File: config.mk
export PLATFORM = sky130hd
export DESIGN_NAME = ifu_fetch
export DESIGN_NICKNAME = d
export VERILOG_FILES = /design/src/rtl/ifu_fetch.sv
export SDC_FILE = /design/constraint.sdc
export NUM_CORES = 1
export LEC_CHECK = 0
export ABC_AREA = 1
export CAP_MARGIN = 0
export CORE_ASPECT_RATIO = 1.2
export CORE_MARGIN = 5
export CORE_UTILIZATION = 42
export DETAILED_ROUTE_END_ITERATION = 10
export GPL_TIMING_DRIVEN = 1
export PLACE_DENSITY_LB_ADDON = 0.1
export SYNTH_ARGS = -nofsm -noshare
export SYNTH_HDL_FRONTEND = slang
export SYNTH_SLANG_ARGS = --single-unit
File: constraint.sdc
create_clock -name clk -period 4 [get_ports clk]
set_input_delay 0.8 -clock clk [delete_from_list [all_inputs] [get_ports clk]]
set_output_delay 0.8 -clock clk [all_outputs]
set_load 0.005 [all_outputs]
File: src/rtl/ifu_fetch.sv
// ifu_fetch: instruction fetch unit (PC register, imem handshake with timeout, fetch fault)
module ifu_fetch #(
  parameter logic [31:0] RESET_PC = 32'h0000_3000,
  parameter logic [7:0]  TIMEOUT  = 8'd255
) (
  input  logic        clk,
  input  logic        reset,
  input  logic [31:0] next_ins_addr,
  input  logic        commit,
  input  logic        stall,
  output logic        imem_req,
  output logic [31:0] imem_addr,
  input  logic        imem_ack,
  input  logic [31:0] imem_rdata,
  output logic [31:0] ins_addr,
  output logic [31:0] instr,
  output logic        instr_valid,
  output logic [5:0]  op,
  output logic [15:0] imm16,
  output logic [25:0] imm26,
  output logic        fault
);
  localparam logic [1:0] FETCH = 2'd0, VALID = 2'd1, FAULT = 2'd2;
  logic [1:0] state;
  logic [7:0] wcnt;
  always_ff @(posedge clk or posedge reset) begin
    if (reset) begin
      state    <= FETCH;
      ins_addr <= RESET_PC;
      instr    <= '0;
      wcnt     <= '0;
      fault    <= 1'b0;
    end else if (state == FETCH) begin
      if (imem_ack) begin
        instr <= imem_rdata;
        wcnt  <= '0;
        state <= VALID;
      end else if (wcnt == TIMEOUT) begin
        state <= FAULT;
        fault <= 1'b1;
      end else begin
        wcnt <= wcnt + 8'd1;
      end
    end else if (state == VALID && commit && !stall) begin
      ins_addr <= next_ins_addr;
      state    <= next_ins_addr[1:0] == 2'b00 ? FETCH : FAULT;
      fault    <= next_ins_addr[1:0] != 2'b00;
    end
  end
  assign imem_req    = state == FETCH;
  assign imem_addr   = ins_addr;
  assign instr_valid = state == VALID;
  assign op          = instr[31:26];
  assign imm16       = instr[15:0];
  assign imm26       = instr[25:0];
endmodule

# --- Word-level counts from Yosys, hierarchy flattened ---
# Cells that the tools add are included.
word_totals:
  input_bits: 69
  out_inout_bits: 147
  regBits: 75
  word_cells: 36
classes:
  eq_ne: 6
  n_reduce_logical: 12
  n_addsub: 1
  muxes: 11
  bitwise_logic: 1
op_table:
  columns: ["op", "n"]
  rows:
  - ["two-way mux 8 bit", 2]
  - ["two-way mux 2 bit", 5]
  - ["adder 8 x 1 -> 8 bit, second input constant", 1]
  - ["== test 8 bit, second input constant", 1]
  - ["AND reduction 2 bit", 4]
  - ["logical NOT 2 bit", 2]
  - ["two-way mux 1 bit", 4]
  - ["inequality test 2 bit, second input constant", 2]
  - ["nonzero test 2 bit", 2]
  - ["inequality test 3 x 1 -> 1 bit, second input constant", 1]
  - ["AND reduction 3 bit", 1]
  - ["== test 2 x 1 -> 1 bit, second input constant", 1]
  - ["logical AND 1 bit", 2]
  - ["inequality test 2 x 1 -> 1 bit, second input constant", 1]
  - ["logical NOT 1 bit", 1]
  - ["NOT 1 bit", 1]

# --- Logic depth before layout (Yosys ltp) ---
# Gate-level depths: netlist of the first run.
depth:
  depth_word: 5
  depth_mapped: 8
  mapped_depth_nobuf: 8

# --- Worst setup path after synthesis of the first run ---
# No wires, ideal clock.
synth_timing:
  path_kind: "input to register"
  from: "input stall"
  to: "register ins_addr[10] (netlist: imem_addr[10])"
  arrival_ns: 1.347
  n_path_buf: 2
  path_stages: 5
  required_ns: 3.867
  setup_time_ns: 0.133
  slack_ns: 2.520
  cell_sequence: "nand3b_1 > buf_6 > buf_6 > nand2_1 > o21ai_0"
synth_between:
  elab_chain_len: 3
synth_rtl:
  columns: ["item", "line_no", "rtl"]
  rows:
  - ["start, declared", "10", "input logic stall,"]
  - ["logical NOT 1 bit", "44", "end else if (state == VALID && commit && !stall) begin"]
  - ["logical AND 1 bit", "44", null]
  - ["AND reduction 2 bit (no line)", null, null]
  - ["end signal, assigned", "45", "ins_addr <= next_ins_addr;"]
  - ["end, declared", "15", "output logic [31:0] ins_addr,"]
# Every way passes these cells.
# A chain may end at the register's enable or synchronous reset.

# --- Final worst setup path of the first run ---
layout_timing:
  from: "register state[0]"
  to: "output imem_req"
layout_between:
  elab_chain_len: 1
layout_rtl:
  columns: ["item", "line_no", "rtl"]
  rows:
  - ["start, declared", "24", "logic [1:0] state;"]
  - ["start signal, assigned", "46", "state <= next_ins_addr[1:0] == 2'b00 ? FETCH : FAULT;"]
  - ["logical NOT 2 bit", "50", "assign imem_req = state == FETCH;"]
  - ["end, declared", "11", "output logic imem_req,"]
# Every way passes these cells.

==> metrics.yaml, run 1 <==
grt_usage_pct: 15.5
clock-sinks: 75
worstPathRequired_ns: 3.20
instances_no_fill: 632
cp_top_family: "buffers and inverters"
run_status: "finished clean"
end_kind: "output pin"
drv_slew: 0
hpwl_um: 7200
drt_pass1_iterations: 4
place_inst: 616
ys_seq_elements: 75
drc: 0
nets: 577
cts_buffer_depth: 2
row_count: 38
r2r-end: "imem_addr[5]"
yosys_warnings: 0
antenna_cells: 0
antenna_found_initial: 0
grt_pass1_vias: 2831
slew_headroom_pct: 36.9
syn_nets: 440
fillers: 776
grt_setup_unrepaired: "no"
cp_slowest_cell: "clkdlybuf4s50_1"
clkLatencyLatePin_ns: 0.34
grt_pass1_wl_um: 14000
syn_area_per_cell_sq_um: 10.6
cts-resized-gates: 0
r2r_setup_slack_ns: 2.23
seq_area_frac_synth_pct: 47.9
hold-worst-slack_ns: 0.490
power_density_nw_per_um2: 274
clk_pin_slew_worst_paths_ns: 0.08
fin_tns_setup_ns: 0
max_freq_mhz: 433
reg2reg_depth: 6
whs_path_depth: 2
cts_tree: "done"
hold_path_class: "reg2reg"
min-delay-start: "fault"
path_buf_inv: 1
routed_wl_um: 9310
syn_inst: 370
fp.dieW_um: 98.2
slowest_delay_ns: 0.54
layout_min_cycle_time_ns: 2.31
dieArea_sq_um: 11400
power.leakage_nw: 2.68
synth_cell_types: 23
grt_overflow: 0
power_mw: 1.59
crit_arrival_ns: 1.51
io_pins: 216
place.gp.congestion: 0.746
synth_flop_cell: "dfrtp_1"
start_util_pct: 43.2
post_drt_wl_per_cell_um: 14.7
vias_per_cell: 4.44
vias: 2807
setup_viol: 0
synthArstFlopShare_pct: 100
worst_hold_path.endpoint: "fault"
synth-edff-count: 0
crit_fanout: 5
core_region_area_sq_um: 9080
worst_slack_ns: 1.69
cp_cell_sequence: "nor2_4 -> clkdlybuf4s50_1"
syn_to_final_growth_pct: 48.1
worst_clock_skew_ns: 0.00636
synth_area_sq_um: 3920
grt_max_degree: 54
finalCritPeriodShare_pct: 57.7
r2r_start: "state[0]"
post-cts-setup-buffer-count: 0
worst_slew_pin_slew_ns: 0.945
hold_viol: 0
vdd_ir_drop_max_uv: 165
startpoint_type: "register"
drive_above_1_share_pct: 16.0
detail_route.iter0.violations: 45
maxCapViolations: 0
ctsHoldBuffers: 0
io_buffers: 215
cts_buffers: 9
critPathKind: "reg2out"
dp_slack_ns: 1.52
die_y_um: 116
htree_levels: 3
antenna_left: 0
cts-root-buf: "clkbuf_8"
-- through the flow --
step                      util, %  cell area (sq um)
final                        63.9               5810
after global routing         63.9               5810
after CTS                    63.9               5810
after detailed placement     61.1               5550
after global placement       61.1               5550
after floorplan                 -               3920
-- registers in the layout (all words and copies together), names as in the netlist --
register	count
imem_addr	32
instr	32
state	2
wcnt	8
fault	1
-- layout by cell type (no fill, tap or decap), types with 3 or more instances in the layout --
master	count
clkbuf_8	12
inv_1	41
o21ai_0	10
nand2_1	62
o21ai_2	22
o21ai_1	6
nand3_1	8
mux2_2	3
mux2_4	29
clkdlybuf4s50_1	215
bufinv_16	3
dfrtp_1	73
nor2_1	8
-- kinds of logic (layout without fill, tap and decap cells) --
group / Yosys count / in the layout / share of synthesized area (%)
buffers and inverters: 133 / 275 / 22.3
xor gates and xnor gates: 2 / 2 / 0.447
AOI/OAI and AO/OA: 40 / 40 / 7.34
adders and majority gates: 1 / 1 / 0.319
muxes: 32 / 32 / 12.0
DFF: 75 / 75 / 47.9
and+or+nand+nor: 87 / 87 / 9.67
-- per-layer routing --
metal  GRT usage (%)  wire, um
met1            18.6      3750
met2            27.4      4790
met3            3.97       657
met4            5.19       115
met5               0         0
-- area by class of cell --
type | count | area (sq um) | area share, %
clock inverters | 4 | 95.1 | 1.64
inverters | 42 | 158 | 2.72
flip-flops and latches | 75 | 1880 | 32.4
multi-input cells | 162 | 1170 | 20.1
well taps | 120 | 150 | 2.59
repair buffers | 217 | 2190 | 37.8
clock buffers | 12 | 165 | 2.84
-- worst max-delay path by stage --
stage                  start      endpoint  depth (start not counted)
floorplan              reset         fault                          1
global placement       stall  imem_addr[5]                          5
detailed placement     stall  imem_addr[5]                          5
CTS                 state[0]      imem_req                          2
global route        state[0]      imem_req                          2
finish              state[0]      imem_req                          2
-- Yosys cell counts (2+ instances only) --
master     n  share of area (%)
dfstp_2    2                1.3
o21ai_1    6               0.77
nand3_1    8                1.0
o21ai_0   10                1.3
nand2_2    2               0.32
nand3b_1   2               0.38
mux2_2     3               0.86
mux2_4    29                 11
o21ai_2   22                4.9
nand2_1   62                5.9
buf_4     80                 15
nand3_2    2               0.51
o21bai_1   2               0.38
buf_6     10                2.9
xor2_1     2               0.45
dfrtp_1   73                 47
inv_1     42                4.0
nor2_1     8               0.77
-- tightest hold or removal path: cells and delay by family, from the launching register on --
| kind | cells | cell delay (ns) |
|---|---|---|
| simple gates | 2 | 0.11 |
| flops | 1 | 0.35 |
-- power by group --
group	internal [mW]	switching (mW)
registers	0.758	0
logic	0.0627	0.0329
clock network	0.465	0.271
total	1.29	0.304
(Power assumes the default switching activity.)
==> inputs of run 2 (changes only) <==
--- a/config.mk
+++ b/config.mk
@@ -9,7 +9,7 @@
 export CAP_MARGIN = 0
 export CORE_ASPECT_RATIO = 1.2
 export CORE_MARGIN = 5
-export CORE_UTILIZATION = 42
+export CORE_UTILIZATION = 39
 export DETAILED_ROUTE_END_ITERATION = 10
 export GPL_TIMING_DRIVEN = 1
 export PLACE_DENSITY_LB_ADDON = 0.1
==> constraint.sdc (replaced) <==
create_clock -name clk -period 2.4 [get_ports clk]
set_input_delay 0.48 -clock clk [delete_from_list [all_inputs] [get_ports clk]]
set_output_delay 0.48 -clock clk [all_outputs]
set_load 0.005 [all_outputs]
==> metrics.yaml, run 2 (same netlist as run 1, synthesis figures left out) <==
multi_input_area_sq_um: 1170  # unchanged
die_y_um: 120  # +3.4%
cts_buffer_depth: 2  # unchanged
internal_power_mw: 2.29  # +78%
syn_to_final_growth_pct: 51.1
routed_wl_um: 9480  # +1.9%
instances_no_fill: 643  # +1.7%
hold-worst-slack_ns: 0.453  # -0.0370 ns
clkLatencyLatePin_ns: 0.32  # -0.02 ns
nets: 582  # +0.87%
worst_clock_skew_ns: 0.00734  # +0.000981 ns
start_util_pct: 39.6  # -3.6 points
vias: 2778  # -1.0%
post_drt_wl_per_cell_um: 14.7  # +0.12%
layout_common_cells: "clkdlybuf4s50_1 (215), dfrtp_1 (73), nand2_1 (62)"
max_freq_mhz: 502
cts_buffers: 9  # unchanged
worst_slew_pin_slew_ns: 0.407  # -0.537 ns
ctsHoldBuffers: 0  # unchanged
row_count: 40  # +5.3%
seq_area_sq_um: 1880  # unchanged
fillers: 844  # +8.8%
cts_tree: "done"
detail_route.iter0.violations: 115  # +160%
startpoint: "state[0]"
r2r_setup_slack_ns: 0.88  # -1.35 ns
clk_pin_slew_worst_paths_ns: 0.07  # about the same
p_switching_mw: 0.559  # +84%
hpwl_um: 7540  # +4.7%
io_buffers: 215  # unchanged
drc: 0  # unchanged
hold_viol: 0  # unchanged
dieArea_sq_um: 12200  # +7.0%
setup_viol: 0  # unchanged
seqPwrFrac_pct: 44.5  # -3.2 points
reg2reg_depth: 4  # -2
fp.dieW_um: 102  # +3.4%
vias_per_cell: 4.32  # -2.7%
drive_above_1_share_pct: 16.6  # +0.62 points
grt_overflow: 0  # unchanged
grt_max_degree: 66  # +22%
critPathKind: "reg2out"
crit_fanout: 5  # unchanged
worstPathRequired_ns: 1.92  # -1.28 ns
finalCritPeriodShare_pct: 83.0
place.gp.congestion: 0.732  # -1.8%
fin_tns_setup_ns: 0  # unchanged
r2r-end: "instr[24]"
startpoint_type: "register"
vdd_ir_drop_max_uv: 339  # +110%
power.leakage_nw: 2.73  # +1.8%
grt_pass1_wl_um: 14900  # +5.9%
power_frac_comb_pct: 5.7  # -0.3 points
end_kind: "output pin"
htree_levels: 3  # unchanged
layout_min_cycle_time_ns: 1.99
power_density_nw_per_um2: 480  # +76%
grt_pass1_vias: 2753  # -2.8%
antenna_found_initial: 0  # unchanged
place_inst: 627  # +1.8%
crit_arrival_ns: 1.51  # about the same
slew_headroom_pct: 72.8  # +36 points
cts-root-buf: "clkbuf_16"
p_clk_share_pct: 49.9  # +3.6 points
antenna_left: 0  # unchanged
grt_usage_pct: 15.4  # -0.071 points
run_status: "finished clean"
drv_slew: 0  # unchanged
final_common_cell: "clkdlybuf4s50_1"
grt_setup_unrepaired: "no"
cts-resized-gates: 0  # unchanged
post-cts-setup-buffer-count: 0  # unchanged
drt_pass1_iterations: 4  # unchanged
clock-sinks: 75  # unchanged
antenna_cells: 0  # unchanged
io_pins: 216  # unchanged
crit_end: "imem_req"
r2r_start: "state[0]"
core_region_area_sq_um: 9910  # +9.1%
maxCapViolations: 0  # unchanged
switching_share_pct: 19.7  # +0.56 points
hold_path_class: "in2async"
-- run 2: cell types whose count changed in the layout (fill, tap and decap cells not counted) --
cell,previous run,this run
clkinv_2,1,2
inv_2,1,0
buf_12,2,3
clkinv_4,0,1
clkinvlp_4,0,1
bufinv_16,3,2
clkbuf_8,12,0
buf_4,0,4
inv_6,0,1
clkbuf_16,0,9
clkbuf_1,0,1
-- run 2: power by group through the flow --
stage	combinational, mW	clock [mW]	sequential, mW
after global placement	0.163	0	1.29
after global routing	0.177	1.51	1.26
after floorplan	0.0354	0	1.29
after CTS	0.165	1.47	1.26
final	0.162	1.42	1.26
after detailed placement	0.164	0	1.29
-- run 2: final cells by class --
cell class              instances  share of cell area [%]
clock buffers                  10                    3.87
clock inverters                 6                    1.52
inverters                      42                    2.68
multi-input cells             162                    19.7
flip-flops and latches         75                    31.7
well taps                     126                    2.66
repair buffers                222                    37.9
-- run 2: worst min-delay path by stage --
| stage | startpoint | to | slack [ns] |
|---|---|---|---|
| after global routing | reset | instr[11] | 0.48 |
| after floorplan | fault | fault | 0.46 |
| after global placement | imem_addr[13] | imem_addr[13] | 0.47 |
| after CTS | reset | instr[10] | 0.46 |
| after detailed placement | imem_addr[13] | imem_addr[13] | 0.48 |
| final | reset | instr[12] | 0.45 |
-- run 2: per-layer routing --
layer | global-route usage (%) | wire (um) | up-vias | share of wire, %
met3 | 2.85 | 572 | 7 | 6.0
li1 | - | - | 1365 | -
met5 | 0 | 0 | - | 0
met4 | 4.99 | 119 | 0 | 1.3
met2 | 27.1 | 5070 | 99 | 53
met1 | 18.8 | 3720 | 1307 | 39
-- run 2: per-stage QoR --
stage | area, sq um | util, % | worst slack (ns) | total power, mW
finish | 5920 | 59.8 | 0.408 | 2.84
CTS | 5920 | 59.8 | 0.390 | 2.90
detailed placement | 5600 | 56.6 | 0.459 | 1.45
floorplan | 3920 | - | 0.0133 | 1.32
global route | 5920 | 59.8 | 0.341 | 2.95
global placement | 5600 | 56.6 | 0.472 | 1.45
-- run 2: worst max-delay path, stage by stage (launching register included) --
cell             delay [ns]
dfrtp_1                0.42
nor2_4                 0.23
clkdlybuf4s50_1        0.55
==> inputs of run 3 (changes only) <==
==> constraint.sdc (replaced) <==
create_clock -name clk -period 1.85 [get_ports clk]
set_input_delay 0.37 -clock clk [delete_from_list [all_inputs] [get_ports clk]]
set_output_delay 0.37 -clock clk [all_outputs]
set_load 0.005 [all_outputs]
==> metrics.yaml, run 3 (same netlist as run 1, synthesis figures left out) <==
crit_fanout: 3  # -2
drv_slew: 0  # unchanged
grt_usage_pct: 16.3  # +0.82 points
grt_pass1_vias: 2904  # +5.5%
end_kind: "output pin"
drc: 0  # unchanged
max_freq_mhz: 568
post_drt_wl_per_cell_um: 15.0  # +1.6%
io_buffers: 215  # unchanged
layout_common_cells: "clkdlybuf4s50_1 (213), dfrtp_1 (72), nand2_1 (62)"
power_density_nw_per_um2: 643  # +34%
crit_arrival_ns: 1.39  # -0.12 ns
slew_headroom_pct: 66.8  # -6.0 points
antenna_found_initial: 0  # unchanged
cts_tree: "done"
critPathKind: "reg2out"
worstPathRequired_ns: 1.48  # -0.44 ns
cts-root-buf: "clkbuf_16"
power.leakage_nw: 2.80  # +2.6%
setup_viol: 0  # unchanged
busiest_layer: "met2"
start_util_pct: 39.6  # unchanged
routed_wl_um: 9740  # +2.7%
r2r_setup_slack_ns: 0.31  # -0.57 ns
dp_slack_ns: 0.0873  # -0.371 ns
core_region_area_sq_um: 9910  # unchanged
cp_cell_sequence: "clkdlybuf4s50_1"
hpwl_um: 7770  # +3.0%
instances_no_fill: 650  # +1.1%
r2r_start: "state[1]"
grt_overflow: 0  # unchanged
grt_setup_unrepaired: "no"
detail_route.iter0.violations: 64  # -44%
grt.met3_usage_pct: 3.49  # +0.64 points
nets: 589  # +1.2%
slowest_delay_ns: 0.54  # about the same
layout_min_cycle_time_ns: 1.76
cts_buffer_depth: 2  # unchanged
finalCritPeriodShare_pct: 95.2
seq_area_sq_um: 1880  # about the same
vias_per_cell: 4.35  # +0.74%
place_inst: 632  # +0.80%
run_status: "finished clean"
path_buf_inv: 1  # unchanged
die_y_um: 120  # unchanged
grt.met1_usage_pct: 18.6  # -0.26 points
clkLatencyLatePin_ns: 0.33  # about the same
clk_pin_slew_worst_paths_ns: 0.06  # about the same
startpoint_type: "register"
worst_slew_pin_slew_ns: 0.497  # +0.0892 ns
clock-sinks: 75  # unchanged
place.gp.congestion: 0.749  # +2.2%
multi_input_area_sq_um: 1170  # +0.43%
fp.dieW_um: 102  # unchanged
cp_slowest_cell: "dfstp_2"
cp_top_family: "flip-flops"
hold-worst-slack_ns: 0.419  # -0.0334 ns
fin_tns_setup_ns: 0  # unchanged
maxCapViolations: 0  # unchanged
dpl_cell_area_sq_um: 5660  # +0.94%
vias: 2829  # +1.8%
syn_to_final_growth_pct: 53.8
hold_path_class: "in2async"
htree_levels: 3  # unchanged
fin_area_sq_um: 6030  # +1.8%
grt_pass1_wl_um: 15500  # +4.4%
worst_slack_ns: 0.0893  # -0.318 ns
io_pins: 216  # unchanged
grt_max_degree: 34  # -48%
hold_viol: 0  # unchanged
drive_above_1_share_pct: 18.1  # +1.5 points
vdd_ir_drop_max_uv: 499  # +47%
ctsHoldBuffers: 0  # unchanged
grt_use_met2_pct: 29.5  # +2.4 points
final_common_cell: "clkdlybuf4s50_1"
r2r-end: "instr[30]"
reg2reg_depth: 6  # +2
fillers: 847  # +0.36%
antenna_left: 0  # unchanged
cts_buffers: 9  # unchanged
row_count: 40  # unchanged
drt_pass1_iterations: 4  # unchanged
antenna_cells: 0  # unchanged
dieArea_sq_um: 12200  # unchanged
worst_clock_skew_ns: 0.00729  # -0.0000449 ns
[run 3: report_power, final]
group          switching [mW]  internal, mW
clock                   0.688          1.33
combinational          0.0737         0.143
sequential                  0          1.64
[run 3: final cells by class]
| class | count | area share (%) |
|---|---|---|
| Multi-Input combinational cell | 162 | 19.4 |
| Clock buffer | 9 | 3.74 |
| Tap cell | 126 | 2.62 |
| Clock inverter | 7 | 2.05 |
| Inverter | 42 | 2.68 |
| Timing Repair Buffer | 229 | 38.3 |
| Sequential cell | 75 | 31.2 |
[run 3: stage by stage]
stage	total power, mW	utilization, %
after global placement	1.89	57.1
after CTS	3.94	60.8
after detailed placement	1.89	57.1
after global routing	4.02	60.8
after floorplan	1.72	-
final	3.87	60.8
[run 3: worst max-delay path by stage]
stage	from	end	slack (ns)	depth (start not counted)
2_1_floorplan	wcnt[0]	wcnt[0]	0.55	8
3_3_place_gp	commit	imem_addr[23]	0.11	5
3_5_place_dp	commit	imem_addr[28]	0.09	5
4_1_cts	state[1]	imem_req	0.03	2
5_1_grt	imem_addr[13]	imem_addr[13]	0.03	1
6_report	imem_addr[13]	imem_addr[13]	0.09	1
[run 3: timing repair]
action | CTS | global route
buffers inserted | 2 | 0
setup endpoints to repair | 2 | 1
pin swaps | 1 | 0
gates resized for setup | 3 | 1
[run 3: routing by layer]
metal / vias to the layer above / wire length, um
met3: 10 / 611
met2: 92 / 5360
li1: 1376 / -
met4: 0 / 130
met1: 1351 / 3640
met5: - / 0
